**config.mk**
```make
export PLATFORM = sky130hd
export DESIGN_NAME = hamming_secded_serial_enc
export DESIGN_NICKNAME = d
export VERILOG_FILES = /design/src/rtl/hamming_pkg.sv /design/src/rtl/hamming_parity_acc.sv /design/src/rtl/hamming_secded_serial_enc.sv
export SDC_FILE = /design/constraint.sdc
export NUM_CORES = 1
export LEC_CHECK = 0
export ABC_AREA = 1
export CORE_MARGIN = 4
export CORE_UTILIZATION = 55
export CTS_BUF_LIST = sky130_fd_sc_hd__clkbuf_8
export DETAILED_ROUTE_END_ITERATION = 10
export PLACE_DENSITY = 0.72
export REMOVE_ABC_BUFFERS = 1
export SLEW_MARGIN = 20
export SYNTH_ARGS = -nofsm -noshare
export SYNTH_HDL_FRONTEND = slang
export SYNTH_HIERARCHICAL = 1
export SYNTH_SLANG_ARGS = --single-unit
```
**constraint.sdc**
```tcl
create_clock -name clk -period 2.4 [get_ports clk]
set_input_delay 0.48 -clock clk [delete_from_list [all_inputs] [get_ports clk]]
set_output_delay 0.48 -clock clk [all_outputs]
set_load 0.005 [all_outputs]
```
**src/rtl/hamming_pkg.sv**
```systemverilog
// Shared SECDED types and helpers for the serial encoder (and the future decoder).
package hamming_pkg;

  typedef enum logic {LOAD, EMIT} state_t;

  localparam int R_MIN = 3;
  localparam int R_MAX = 6;

  function automatic logic is_pow2(input int pos);
    return (pos != 0) && ((pos & (pos - 1)) == 0);
  endfunction

  function automatic int frame_len(input int r);
    return 1 << r;
  endfunction

  function automatic int data_len(input int r);
    return (1 << r) - r - 1;
  endfunction

  // Frame position of the idx-th data bit: idx-th non-power-of-two position >= 3.
  function automatic int data_pos(input int r, input int idx);
    int cnt;
    int res;
    cnt = 0;
    res = 0;
    for (int p = 3; p < (1 << r); p++) begin
      if (!is_pow2(p)) begin
        if (cnt == idx) res = p;
        cnt++;
      end
    end
    return res;
  endfunction

endpackage

```
**src/rtl/hamming_parity_acc.sv**
```systemverilog
// Syndrome / overall-parity accumulator; parity output already includes this cycle's bit.
module hamming_parity_acc
  import hamming_pkg::*;
#(
  parameter int R = 4
) (
  input  logic         clk,
  input  logic         rst,
  input  logic         clr,
  input  logic         en,
  input  logic         dbit,
  input  logic [R-1:0] pos,
  output logic [R:0]   parity
);

  logic [R-1:0] syn_q, syn_d;
  logic         par_q, par_d;

  always_comb begin
    syn_d = syn_q;
    par_d = par_q;
    if (en && dbit) begin
      syn_d = syn_q ^ pos;
      par_d = ~par_q;
    end
  end

  always_ff @(posedge clk or posedge rst) begin
    if (rst) begin
      syn_q <= '0;
      par_q <= 1'b0;
    end else if (clr) begin
      syn_q <= '0;
      par_q <= 1'b0;
    end else begin
      syn_q <= syn_d;
      par_q <= par_d;
    end
  end

  // {running data parity, syndrome}, post-update
  assign parity = {par_d, syn_d};

endmodule

```
**src/rtl/hamming_secded_serial_enc.sv**
```systemverilog
// Serial SECDED encoder: K data bits in, N=2**R frame bits out, position 0 first.
// Optional ENC_ERR_INJECT_EN adds err_inj/err_pos to flip one bit of a frame.
module hamming_secded_serial_enc
  import hamming_pkg::*;
#(
  parameter int R = 4
) (
  input  logic         clk,
  input  logic         rst,
  input  logic         din,
  input  logic         din_valid,
  output logic         din_ready,
  output logic         dout,
  output logic         dout_valid,
  input  logic         dout_ready,
  output logic         dout_sof,
  output logic         dout_eof
`ifdef ENC_ERR_INJECT_EN
  ,
  input  logic         err_inj,
  input  logic [R-1:0] err_pos
`endif
);

  localparam int N  = frame_len(R);
  localparam int K  = data_len(R);
  localparam int IW = $clog2(K + 1);

  state_t        state_q, state_d;
  logic [IW-1:0] idx_q;
  logic [R-1:0]  pos_q, pos_nx;
  logic [N-1:0]  frame_q, frame_d;
  logic [R:0]    parity;
  logic [R-1:0]  dpos;
  logic          acc_en, last_in, out_hs, last_out;

  // Data-index -> frame-position lookup, resolved at elaboration.
  logic [R-1:0] dpos_tab [2**IW];
  for (genvar i = 0; i < 2**IW; i++) begin : g_dpos
    if (i < K) begin : g_used
      assign dpos_tab[i] = R'(data_pos(R, i));
    end else begin : g_unused
      assign dpos_tab[i] = '0;
    end
  end
  assign dpos = dpos_tab[idx_q];

  assign din_ready = (state_q == LOAD) && !rst;
  assign pos_nx    = pos_q + 1'b1;

  always_comb begin
    state_d  = state_q;
    acc_en   = 1'b0;
    last_in  = 1'b0;
    out_hs   = 1'b0;
    last_out = 1'b0;
    case (state_q)
      LOAD: begin
        acc_en = din_valid && din_ready;
        if (acc_en && idx_q == IW'(K - 1)) begin
          last_in = 1'b1;
          state_d = EMIT;
        end
      end
      EMIT: begin
        out_hs = dout_valid && dout_ready;
        if (out_hs && pos_q == R'(N - 1)) begin
          last_out = 1'b1;
          state_d  = LOAD;
        end
      end
      default: state_d = LOAD;
    endcase
  end

  always_ff @(posedge clk or posedge rst) begin
    if (rst) state_q <= LOAD;
    else     state_q <= state_d;
  end

  hamming_parity_acc #(.R(R)) u_acc (
    .clk    (clk),
    .rst    (rst),
    .clr    (last_out),
    .en     (acc_en),
    .dbit   (din),
    .pos    (dpos),
    .parity (parity)
  );

  // Parity slots are written on the last accept using the post-update accumulators.
  always_comb begin
    frame_d = frame_q;
    if (acc_en) frame_d[dpos] = din;
    if (last_in) begin
      frame_d[0] = parity[R] ^ (^parity[R-1:0]);
      for (int i = 0; i < R; i++) frame_d[R'(1 << i)] = parity[i];
`ifdef ENC_ERR_INJECT_EN
      if (err_inj) frame_d[err_pos] = ~frame_d[err_pos];
`endif
    end
  end

  always_ff @(posedge clk or posedge rst) begin
    if (rst) begin
      frame_q <= '0;
      idx_q   <= '0;
    end else begin
      frame_q <= frame_d;
      if (last_out)                           idx_q <= '0;
      else if (acc_en && idx_q != IW'(K))     idx_q <= idx_q + 1'b1;
    end
  end

  always_ff @(posedge clk or posedge rst) begin
    if (rst) begin
      pos_q      <= '0;
      dout       <= 1'b0;
      dout_valid <= 1'b0;
      dout_sof   <= 1'b0;
      dout_eof   <= 1'b0;
    end else if (last_in) begin
      pos_q      <= '0;
      dout       <= frame_d[0];
      dout_valid <= 1'b1;
      dout_sof   <= 1'b1;
      dout_eof   <= 1'b0;
    end else if (out_hs) begin
      pos_q <= pos_nx;
      if (last_out) begin
        dout       <= 1'b0;
        dout_valid <= 1'b0;
        dout_sof   <= 1'b0;
        dout_eof   <= 1'b0;
      end else begin
        dout     <= frame_q[pos_nx];
        dout_sof <= 1'b0;
        dout_eof <= (pos_nx == R'(N - 1));
      end
    end
  end

endmodule

```
==> summary.md, run 1 <==
| Metric | Value |
|---|---|
| Final net count | `341` |
| Seq cells post-synth | `34` |
| Fin crit share | `91.7%` |
| Hold Path Class | `input port to asynchronous set/reset pin` |
| Setup CP Type | `flop to flop` |
| Met1 usage | `26.7%` |
| Gr busiest metal | `met2` |
| DP HPWL | `3590 um` |
| Via count | `1942` |
| Cell Area, Synth | `0.00222 sq mm` |
| Worst Path Arrival | `2.38 ns` |
| DIE HEIGHT | `71.5 um` |
| Lkg Pwr | `1.26 nW` |
| Commonest non-fill, non-tap cell in the layout | `nand2_1` |
| Residual DRC count | `0` |
| Commonest cells after routing, fill and taps aside | `nand2_1, nand3_1, inv_1` |
| Share of layout cells above drive strength 1 | `15.6%` |
| CTS H-tree lvls | `2` |
| Synth Area per Inst | `7.24 sq um` |
| Full die area | `0.00511 sq mm` |
| Post-synth EDFFs | `0` |
| Vias per inst | `slightly above 5` |
| Largest net degree at the start of global routing | `25` |
| Clock transition at the registers of the reported paths | `~0.070 ns` |
| Sw Pwr | `1.60 mW` |
| Worst Path Max Fanout | `4` |
| Vias in the first global route | `1860` |
| Distinct cells, synth | `33` |
| CTS Buf Count | `5` |
| Combinational share of power | `58.9%` |
| Min Tclk post-route | `2.20 ns` |
| Remaining Overflow, GRT | `0` |
| Initial DRT Pass Iterations | `4` |
| Sequential share of power | `29.3%` |
| First-pass GRT wire length | `just over 8000 um` |
| Syn. warnings | `6` |
| Final Hold Vio Count | `0` |
| Hold buffer count at CTS | `0` |
| Met3 GRT Util | `4.35%` |
| Internal Power | `1.75 mW` |
| Die X-Extent | `a little over 70 um` |
| Syn Inst Count | `between 300 and 400` |
| CORE AREA | `approximately 0.0038 sq mm` |
| WL/cell | `12.6 um` |
| Global routing usage on met2 | `31.9%` |
| Sequential cell area fraction in the yosys report | `38.4%` |
| Sw frac | `47.8%` |
| Worst setup EP type | `flop` |
| FMAX | `roughly 0.45 GHz` |
| Clk buf depth | `2` |
| Maximum vdd drop | `between 0.0008 and 0.0009 V` |
| # rows | `22` |
| Most common flop cell mapped by yosys | `dfrtp_1` |
| Clock power share | `11.8%` |
| CP startpoint kind | `flop` |
| Setup violators final | `0` |
| GRT Overall Usage | `20.2%` |
| Clock tree sinks | `34` |
| Slew Limit Fails | `0` |
| WL final | `4720 um` |
| PwrDens | `around 1300 mW/mm^2` |
| Antenna viol nets, final | `0` |
| Port Buf Inserts | `9` |
| Max-cap viol count | `0` |
| Outcome | `completed` |
| Io pins | `10` |
| Clock root buffer | `clkbuf_8` |
| Gpl congestion | `~0.84` |
| Unrepaired setup endpoints after global routing | `false` |
| Setup tns final | `0 ns` |
| Worst Max-Slew Pin Slew | `0.448 ns` |
| Async SR Flop Fraction | `100%` |
| TritonCTS clock tree | `built` |
| Starting DRT DRC Count | `63` |
| Synth-to-Final Area Change | `13.7%` |
| Rel. slew slack | `70.0%` |
| CP required | `around 2.6 ns` |
| Post-Route Skew | `0.00613 ns` |
| Overall Power | `3.36 mW` |
| # diodes | `0` |
| Clk_lat worst skew | `0.28 ns` |
| Initial Utilization | `roughly 59%` |
| Initial antenna violation count | `0` |
[final timing paths]
| check | cells past startpoint | from | end | slack (ns) |
|---|---|---|---|---|
| min reg2reg | 2 | dout_sof$_DFFE_PP0P_ | dout_sof$_DFFE_PP0P_ | 0.48 |
| max | 16 | idx_q[1]$_DFFE_PP0P_ | dout$_DFFE_PP0P_ | 0.20 |
| min in group clk | 2 | dout_sof$_DFFE_PP0P_ | dout_sof$_DFFE_PP0P_ | 0.48 |
| max in group asynchronous | 3 | rst | dout_valid$_DFFE_PP0P_ | 1.35 |
| min | 2 | rst | u_acc/syn_q[2]$_DFF_PP0_ | 0.47 |
| max reg2reg | 16 | idx_q[1]$_DFFE_PP0P_ | dout$_DFFE_PP0P_ | 0.20 |
[worst max-delay path, stage by stage (launching register included)]
cell and delay, ns:
dfrtp_1 0.37, inv_1 0.11, ha_4 0.30, inv_1 0.05
nand2_1 0.08, nand2_2 0.08, a21oi_4 0.18, nand3_1 0.09
nand2_1 0.08, nand2_1 0.07, inv_1 0.09, xor2_1 0.18
inv_1 0.06, nand2_1 0.06, nand2_1 0.08, a21oi_2 0.12
a21oi_1 0.07
[kinds of logic (layout without fill, tap and decap cells)]
kind of cell / after synthesis / count (layout) / synth area share (%)
simple gates: 171 / 171 / 35.0
compound gates: 34 / 34 / 9.37
xor+xnor: 5 / 5 / 1.98
flops: 34 / 34 / 38.4
buf+inv: 53 / 74 / 10.2
fa+ha+maj: 9 / 9 / 5.08
[timing repair]
action,CTS,global route
setup buffers,0,2
resized for setup,0,10
endpoints found under the setup margin,0,2
[synth_stat cells, types with 2 or more instances]
| library cell | count | share of area (%) |
|---|---|---|
| a21oi_1 | 5 | 1.1 |
| a21oi_4 | 2 | 1.5 |
| buf_2 | 2 | 0.45 |
| buf_4 | 2 | 0.68 |
| buf_6 | 2 | 1.0 |
| dfrtp_1 | 34 | 38 |
| ha_1 | 9 | 5.1 |
| inv_1 | 37 | 6.3 |
| inv_2 | 7 | 1.2 |
| nand2_1 | 98 | 17 |
| nand2_2 | 2 | 0.56 |
| nand3_1 | 40 | 9.0 |
| nand4_1 | 5 | 1.4 |
| nor2_1 | 14 | 2.4 |
| nor2_2 | 3 | 0.85 |
| nor2_4 | 3 | 1.5 |
| o21ai_0 | 7 | 1.6 |
| o21ai_1 | 13 | 2.9 |
| o22ai_1 | 4 | 1.1 |
| xor2_1 | 4 | 1.6 |
[registers in the layout, indices dropped and copies added (netlist names)]
signal,cells
frame_q,16
u_acc/par_q,1
idx_q,4
dout,1
dout_valid,1
u_acc/syn_q,4
state_q,1
dout_eof,1
dout_sof,1
pos_q,4
[final cells by class]
class / count / area, sq um
fill: 350 / 1250
clock buffer: 5 / 68.8
tap: 48 / 60.1
multi-input combinational: 219 / 1170
sequential: 34 / 852
timing repair buffer: 21 / 180
inverter: 46 / 174
clock inverter: 2 / 10.0
[stage by stage]
step	hold WS (ns)	instance area, sq um	cells	util [%]	worst slack (ns)
2_1_floorplan	0.259	2160	299	-	0.216
3_3_place_gp	0.463	2390	366	63.4	0.145
3_5_place_dp	0.469	2390	366	63.4	0.0622
4_1_cts	0.461	2470	373	65.5	0.0799
5_1_grt	0.487	2520	375	66.8	0.00461
6_report	0.468	2520	375	66.8	0.198
[power groups by stage]
stage               Clock, mW  Sequential (mW)  Combinational (mW)
finish                  0.398            0.983                1.98
floorplan                   0            0.973                1.40
global placement            0            0.990                1.85
detailed placement          0            0.997                1.87
global route            0.431             1.02                2.26
CTS                     0.410            0.987                1.88
[per-layer routing]
metal	vias up	part of all wire, %
met3	10	2.2
met2	22	47
met5	-	0
met1	894	48
li1	1016	-
met4	0	2.1
Power figures use the tool's default switching activity.
==> run 2, diff against run 1 <==
- ABC_CLOCK_PERIOD_IN_PS: unset -> 2400
- PLACE_DENSITY: 0.72 -> 0.74
- TNS_END_PERCENT: unset -> 100
==> summary.md, run 2 (synthesis results as in run 1) <==
| Metric | Value |
|---|---|
| Crit path max-delay cell type | `dfrtp_1` |
| RR Startpoint | `idx_q[1]$_DFFE_PP0P_` |
| Clock tree sinks | `34 (unchanged)` |
| # rows | `22 (unchanged)` |
| Largest net degree at the start of global routing | `29 (+16%)` |
| Final net count | `343 (+0.59%)` |
| Setup CP Type | `flop to flop` |
| CORE AREA | `0.00377 sq mm (unchanged)` |
| Final Hold Vio Count | `0 (unchanged)` |
| First-pass GRT wire length | `8210 um (-0.75%)` |
| Gr busiest metal | `met2` |
| Gpl congestion | `0.821 (-1.9%)` |
| DP HPWL | `3610 um (+0.53%)` |
| Clock root buffer | `clkbuf_8` |
| Starting DRT DRC Count | `117 (+86%)` |
| Initial antenna violation count | `0 (unchanged)` |
| Synth-to-Final Area Change | `15.5%` |
| CP cell instances | `inv_2 > ha_4 > inv_1 > nand2_1 > nand2_2 > a21oi_4 > nand3_1 > nand2_1 > nand2_1 > inv_1 > xor2_1 > inv_1 > nand2_1 > nand2_1 > a21oi_1 > a21oi_1` |
| Family with the most delay on the worst path | `simple AND/OR/NAND/NOR gates` |
| Initial DRT Pass Iterations | `4 (unchanged)` |
| Fill cells | `339 (-3.1%)` |
| Clk buf depth | `2 (unchanged)` |
| Worst Path Max Fanout | `5 (+1)` |
| Crit path to | `dout$_DFFE_PP0P_` |
| Hold WS | `0.423 ns (-0.0455 ns)` |
| Residual DRC count | `0 (unchanged)` |
| Slowest Stage Delay on Critical Path | `0.42 ns (+0.05 ns)` |
| Hold buffer count at CTS | `0 (unchanged)` |
| Worst Path Arrival | `2.40 ns (+0.02 ns)` |
| Reg-to-Reg End | `dout$_DFFE_PP0P_` |
| Instance count on the critical path | `16 (unchanged)` |
| Register area | `852 sq um (unchanged)` |
| Rel. slew slack | `73.1% (+3.0 points)` |
| Via count | `1982 (+2.1%)` |
| Global routing usage on met2 | `33.3% (+1.3 points)` |
| Initial Utilization | `58.8% (unchanged)` |
| Port Buf Inserts | `9 (unchanged)` |
| Slew Limit Fails | `0 (unchanged)` |
| GRT Overall Usage | `20.2% (-0.065 points)` |
| Outcome | `completed` |
| Placed cell area | `0.00239 sq mm (unchanged)` |
| Vias in the first global route | `1858 (-0.11%)` |
| DIE HEIGHT | `71.5 um (unchanged)` |
| Maximum vdd drop | `0.000867 V (+7.5%)` |
| PwrDens | `1390 mW/mm^2 (+4.3%)` |
| WL final | `4870 um (+3.2%)` |
| Crit. Startpoint | `idx_q[1]$_DFFE_PP0P_` |
| Io pins | `10 (unchanged)` |
| Worst setup EP type | `flop` |
| Met1 usage | `26.2% (-0.53 points)` |
| Min Tclk post-route | `2.22 ns (+0.0184 ns)` |
| CP required | `2.58 ns (about the same)` |
| Die X-Extent | `71.5 um (unchanged)` |
| Number of flip-flops in the largest register | `16 (unchanged)` |
| CTS Buf Count | `5 (unchanged)` |
| Post-Route Skew | `0.00835 ns (+0.00222 ns)` |
| Met3 GRT Util | `4.07% (-0.28 points)` |
| Full die area | `0.00511 sq mm (unchanged)` |
| Worst Max-Slew Pin Slew | `0.401 ns (-0.0470 ns)` |
| WP buf/inv | `4 (unchanged)` |
| Multi-input gate area | `0.00117 sq mm (-0.64%)` |
| Clock transition at the registers of the reported paths | `0.07 ns (about the same)` |
| Cell area after layout | `0.00256 sq mm (+1.6%)` |
| Fin crit share | `92.5% (+0.77 points)` |
| Remaining Overflow, GRT | `0 (unchanged)` |
| Commonest non-fill, non-tap cell in the layout | `nand2_1` |
| Max-cap viol count | `0 (unchanged)` |
| Commonest cells after routing, fill and taps aside | `nand2_1, nand3_1, inv_1` |
| Antenna viol nets, final | `0 (unchanged)` |
| FMAX | `0.450 GHz (-0.83%)` |
| Lkg Pwr | `1.29 nW (+1.9%)` |
| Hold Path Class | `input port to asynchronous set/reset pin` |
| WL/cell | `12.9 um (+2.7%)` |
| Clk_lat worst skew | `0.29 ns (about the same)` |
| # diodes | `0 (unchanged)` |
| CP startpoint kind | `flop` |
| R2R setup slack | `0.18 ns (-0.02 ns)` |
| Top reg by flops | `frame_q` |
| R2R cell count | `16 (unchanged)` |
| Setup violators final | `0 (unchanged)` |
| CP most frequent cell | `nand2_1` |
| CTS H-tree lvls | `2 (unchanged)` |
| Share of layout cells above drive strength 1 | `15.8% (+0.21 points)` |
| TritonCTS clock tree | `built` |
| Vias per inst | `5.26 (+1.5%)` |
## run 2: worst min-delay path by stage
stage	end	slack, ns	cells past startpoint
2_1_floorplan	u_acc/par_q$_DFF_PP0_	0.26	1
3_3_place_gp	dout_sof$_DFFE_PP0P_	0.47	2
3_5_place_dp	dout_sof$_DFFE_PP0P_	0.47	2
4_1_cts	dout_sof$_DFFE_PP0P_	0.41	2
5_1_grt	dout_sof$_DFFE_PP0P_	0.43	2
6_report	dout_sof$_DFFE_PP0P_	0.42	2
## run 2: what timing repair did
item,4_1_cts,5_1_grt
hold endpoints to repair,0,0
setup buffers,0,4
endpoints found under the setup margin,0,2
resized for setup,0,8
## run 2: stage by stage
step / setup WS, ns / util (%) / cells / TNS (ns) / power, mW
floorplan: 0.216 / - / 299 / 0 / 2.38
global placement: 0.149 / 63.4 / 366 / 0 / 2.83
detailed placement: 0.0502 / 63.4 / 366 / 0 / 2.88
CTS: 0.0540 / 66.4 / 373 / 0 / 3.42
global route: -0.00342 / 67.9 / 377 / -0.00342 / 3.87
finish: 0.180 / 67.9 / 377 / 0 / 3.56
## run 2: worst reg2reg max path, stage by stage, from the launching register on
cell and delay (ns):
dfrtp_1 0.42, inv_2 0.09, ha_4 0.30, inv_1 0.06
nand2_1 0.08, nand2_2 0.08, a21oi_4 0.18, nand3_1 0.10
nand2_1 0.08, nand2_1 0.06, inv_1 0.09, xor2_1 0.19
inv_1 0.06, nand2_1 0.06, nand2_1 0.06, a21oi_1 0.13
a21oi_1 0.08
## run 2: area by class of cell
cell class | instances | area share [%]
Clock buffer | 6 | 3.23
Clock inverter | 1 | 1.17
Inverter | 46 | 6.79
Multi-Input combinational cell | 219 | 45.6
Sequential cell | 34 | 33.3
Tap cell | 48 | 2.35
Timing Repair Buffer | 23 | 7.62
## run 2: metal layers
metal  wire (um)  share of wire [%]  vias to the layer above
met5           0                  0                        -
met3         170                3.5                        9
li1            -                  -                     1029
met1        2240                 46                      913
met2        2370                 49                       31
met4          87                1.8                        0
## run 2: power breakdown
part	switching, mW	leakage [nW]	total (mW)	internal (mW)
Combinational	1.26	0.807	2.04	0.781
Clock	0.195	0.0573	0.527	0.332
Sequential	0.174	0.423	0.990	0.816
==> edit 1: new RTL, config.mk and constraints of run 1 <==
Build with the macro `ENC_ERR_INJECT_EN` defined.
--- a/src/rtl/hamming_secded_serial_enc.sv
+++ b/src/rtl/hamming_secded_serial_enc.sv
@@ -1,4 +1,6 @@
 // Serial SECDED encoder: K data bits in, N=2**R frame bits out, position 0 first.
 // Optional ENC_ERR_INJECT_EN adds err_inj/err_pos to flip one bit of a frame.
+`define ENC_ERR_INJECT_EN
+
 module hamming_secded_serial_enc
   import hamming_pkg::*;
Interface: changed (added err_inj and err_pos); port bits go from 10 to 15. No check against the original RTL was run, so the function may have changed too.
==> edit 1 against run 1 <==
  * The run now ends with setup timing left
  * Synthesized area is 30% higher
  * Wire length is 72% higher
  * Sequential cell count stayed put
  * Die area is 26% higher
  * Power is 54% higher
  * Global-route usage is 6.9 points higher
  * Non-clock buffer count is 57 higher
  * Design area is 53% higher
  * Final cell count is 52% higher
  * Fmax is 22% lower
  * Setup slack worse by 0.60 ns
==> edit 1: results (changes against run 1) <==
| Metric | Value |
|---|---|
| Status | `finished with violations` |
| Failing checks | `setup timing` |
| Comb power | `3.56 mW (+80%)` |
| H-tree levels | `2 (unchanged)` |
| Max reg flops | `16 (unchanged)` |
| Final period utilization | `1.17 (+0.252)` |
| Internal reg-to-reg setup slack | `-0.41 ns (-0.60 ns)` |
| VDD IR max | `0.000879 V (+9.0%)` |
| DP Area | `3430 µm² (+43%)` |
| Top reg by flops | `frame_q` |
| Crit. Startpoint | `idx_q[0]$_DFFE_PP0P_` |
| Setup crit end | `frame_q[12]$_DFF_PP0_` |
| Leak | `1.91 nW (+51%)` |
| Worst Skew | `0.00610 ns (-0.0000281 ns)` |
| Worst Path Max Fanout | `8 (+4)` |
| Dpl hpwl | `5910 µm (+65%)` |
| Port-buffer cells | `14 (+5)` |
| Dpl ws | `-0.597 ns (-0.659 ns)` |
| Final worst setup slack | `-0.406 ns (-0.604 ns)` |
| Relative slew slack | `0.603 (-0.0974)` |
| Setup_tns | `-5.64 ns (-5.64 ns)` |
| Proportion of power drawn by combinational gates | `0.686 (+0.097)` |
| Worst Reg-to-Reg Cells | `21 (+5)` |
| DR WL/cell | `14.3 µm (+13%)` |
| Count of cell types in the netlist | `34 (+3.0%)` |
| Worst hold slack | `0.146 ns (-0.323 ns)` |
| Clk pin slew, worst setup/hold paths | `0.07 ns (about the same)` |
| Flop pwr share | `0.187 (-0.106)` |
| Placed cell count | `550 (+50%)` |
| Net count, final | `517 (+52%)` |
| DRT iter0 DRCs | `207 (+230%)` |
| NetSw | `2.35 mW (+46%)` |
| Layout cells sized above 1 | `0.337 (+0.181)` |
| Global-route wire length before repair | `13700 µm (+66%)` |
| Syn. warnings | `6 (unchanged)` |
| Crit-path slowest cell | `dfrtp_1` |
| Total CTS buffers | `5 (unchanged)` |
| Gr usage total | `0.271 (+0.0687)` |
| Post-Synthesis Cells | `424 (+39%)` |
| Post-synthesis sequential area ratio | `0.296 (-0.0877)` |
| Max clock buf depth | `2 (unchanged)` |
| CP max stage delay | `0.40 ns (+0.03 ns)` |
| Vias in the first global route | `2991 (+61%)` |
| Largest net degree at the start of global routing | `17 (-32%)` |
| Filler cell count | `401 (+15%)` |
| Synth Flop Type | `dfrtp_1` |
| Ranking of synthesized cells by area | `dfrtp_1, nand2_1, inv_1, nand3_1, nor2_1` |
| GP Congestion | `0.919 (+9.8%)` |
| Ant diodes | `0 (unchanged)` |
| Post-synth top cells | `nand2_1, inv_1, nand3_1` |
| Vias/cell | `5.29 (+2.2%)` |
| Drt first pass iters | `4 (unchanged)` |
| Final setup fails | `17 (+17)` |
| Final WL | `8110 µm (+72%)` |
| Synth async-reset ratio | `1.00 (unchanged)` |
| Initial antenna violation count | `0 (unchanged)` |
==> edit 1: final cells by class <==
type,count,area [µm²],area share
Multi-Input combinational cell,321,1900,0.491
Sequential cell,34,851,0.220
Timing Repair Buffer,78,663,0.172
Inverter,58,223,0.0576
Tap cell,70,87.6,0.0227
Clock buffer,6,82.6,0.0214
Clock inverter,2,60.1,0.0155
==> edit 1: metal layers <==
layer,GRT usage,vias to the layer above,part of all wire
met5,0,-,0
met4,0.0811,0,0.015
met3,0.0426,14,0.051
met2,0.457,100,0.49
met1,0.355,1383,0.45
li1,-,1515,-
==> edit 1: logic make-up after synthesis <==
group / share of synthesized area
simple gates: 0.419
buf+inv: 0.112
compound gates: 0.124
flops: 0.296
fa+ha+maj: 0.0392
xor+xnor: 0.00915
==> edit 1: repair_timing <==
item,CTS,global route
pin swaps,26,24
gates cloned,1,0
endpoints found under the setup margin,17,17
buffers inserted,6,4
gates resized for setup,41,18
==> edit 2: new RTL, settings of run 1 <==
Without the edit above. Reset style: synchronous (`rst`), changed in 4 clocked blocks.
--- a/src/rtl/hamming_parity_acc.sv
+++ b/src/rtl/hamming_parity_acc.sv
@@ -26,5 +26,5 @@
   end
 
-  always_ff @(posedge clk or posedge rst) begin
+  always_ff @(posedge clk) begin
     if (rst) begin
       syn_q <= '0;
--- a/src/rtl/hamming_secded_serial_enc.sv
+++ b/src/rtl/hamming_secded_serial_enc.sv
@@ -74,5 +74,5 @@
   end
 
-  always_ff @(posedge clk or posedge rst) begin
+  always_ff @(posedge clk) begin
     if (rst) state_q <= LOAD;
     else     state_q <= state_d;
@@ -102,5 +102,5 @@
   end
 
-  always_ff @(posedge clk or posedge rst) begin
+  always_ff @(posedge clk) begin
     if (rst) begin
       frame_q <= '0;
@@ -113,5 +113,5 @@
   end
 
-  always_ff @(posedge clk or posedge rst) begin
+  always_ff @(posedge clk) begin
     if (rst) begin
       pos_q      <= '0;
Function: no difference found for any inputs over 10 cycles, from zero or initial values and one cycle with rst high; that may be too few to reach the edited logic, so the function may still have changed.
==> edit 2 against run 1 <==
  * Final cell count grew 6.9%
  * Design area shrank 4.2%
  * Setup slack gained 0.085 ns
  * Sequential cell count is the same
  * Synthesized area shrank 4.5%
  * Sequential share of layout area shrank 5.3 points
  * Die area shrank 4.0%
  * Highest routed layer unchanged
  * Wire length grew 2.1%
  * Critical path type unchanged
  * Count of clock-buffer cells in the layout grew 1
  * Via count grew 6.7%
Power is not compared: it rests on default switching activity, and its combinational part moved more than twofold at a synthesized area within 25%.
==> edit 2: results (changes against run 1) <==
| Metric | Value |
|---|---|
| Worst Path Max Fanout | `5 (+1)` |
| Layout cells sized above 1 | `0.122 (-0.0342)` |
| Grt met1 use | `0.260 (-0.00675)` |
| DRT iter0 DRCs | `134 (+110%)` |
| Post-Layout Cell Count | `401 (+6.9%)` |
| Gr usage total | `0.205 (+0.00320)` |
| Final WL | `4820 µm (+2.1%)` |
| Grt met2 use | `0.342 (+0.0227)` |
| Net count, final | `365 (+7.0%)` |
| Post-Synth XOR/XNOR Area | `0.00828 (-0.0115)` |
| Relative slew slack | `0.672 (-0.0283)` |
| Largest net degree at the start of global routing | `14 (-44%)` |
| DP Area | `2260 µm² (-5.2%)` |
| Vias in the first global route | `1953 (+5.0%)` |
| Global-route wire length before repair | `8300 µm (+0.33%)` |
| Worst hold slack | `0.462 ns (-0.00669 ns)` |
| Min-delay worst type | `reg -> reg` |
| GP Congestion | `0.897 (+7.1%)` |
| Post-synthesis sequential area ratio | `0.322 (-0.0623)` |
| Ant diodes | `0 (unchanged)` |
| CP top delay family | `simple AND/OR/NAND/NOR gates` |
| Worst Skew | `0.00662 ns (+0.000485 ns)` |
| Placed cell count | `390 (+6.6%)` |
| Status | `completed` |
| Setup crit end | `dout$_SDFFE_PP0P_` |
| Clock network power | `457 µW` |
| Internal reg-to-reg setup slack | `0.28 ns (+0.08 ns)` |
| Port-buffer cells | `9 (unchanged)` |
| Post-synth top cells | `nand2_1, inv_1, nand3_1, nor2_1, dfxtp_1` |
| Adder-Cell Fraction of Synth Area | `0.0473 (-0.00351)` |
| Compound-Gate Fraction of Synth Area | `0.0988 (+0.00503)` |
| Critical path arrival | `2.34 ns (-0.04 ns)` |
| Dpl ws | `0.0426 ns (-0.0196 ns)` |
| Post-Synthesis Cells | `334 (+9.2%)` |
| Routed length on met2 | `2240 µm (about the same)` |
| Vias | `2072 (+6.7%)` |
| Dpl hpwl | `3520 µm (-1.9%)` |
| Count of cell types in the netlist | `30 (-9.1%)` |
| Crit-path slowest cell | `dfxtp_4` |
| Met3 wire len | `172 µm (+64%)` |
| WHS Path Cells | `2` |
| Crit. Startpoint | `idx_q[1]$_SDFFE_PP0P_` |
| Ranking of synthesized cells by area | `dfxtp_1, nand2_1, nand3_1, inv_1, nor2_1` |
| Min Tclk post-route | `2.12 ns (-0.0846 ns)` |
| Wl on met1 | `2300 µm (+1.2%)` |
| H-tree levels | `2 (unchanged)` |
==> edit 2: changes by cell type after synthesis, sizes merged, moves of 3 or more <==
cell | before | now
o21ai | 21 | 13
nor2 | 20 | 40
xor2 | 4 | 1
o22ai | 4 | 0
dfxtp | 0 | 34
nand3 | 41 | 37
a21oi | 8 | 21
inv | 44 | 49
dfrtp | 34 | 0
==> edit 2: cells by family after synthesis <==
| group | Yosys count |
|---|---|
| and+or+nand+nor | 194 |
| buffers and inverters | 58 |
| AOI/OAI and AO/OA | 38 |
| DFF | 34 |
| adders and majority gates | 8 |
| xor gates and xnor gates | 2 |
==> edit 2: area by class of cell <==
| type | count | area [µm²] |
|---|---|---|
| Fill cell | 350 | 1270 |
| Multi-Input combinational cell | 242 | 1220 |
| Sequential cell | 34 | 688 |
| Inverter | 50 | 188 |
| Timing Repair Buffer | 19 | 165 |
| Clock buffer | 6 | 82.6 |
| Tap cell | 48 | 60.1 |
| Clock inverter | 2 | 12.5 |
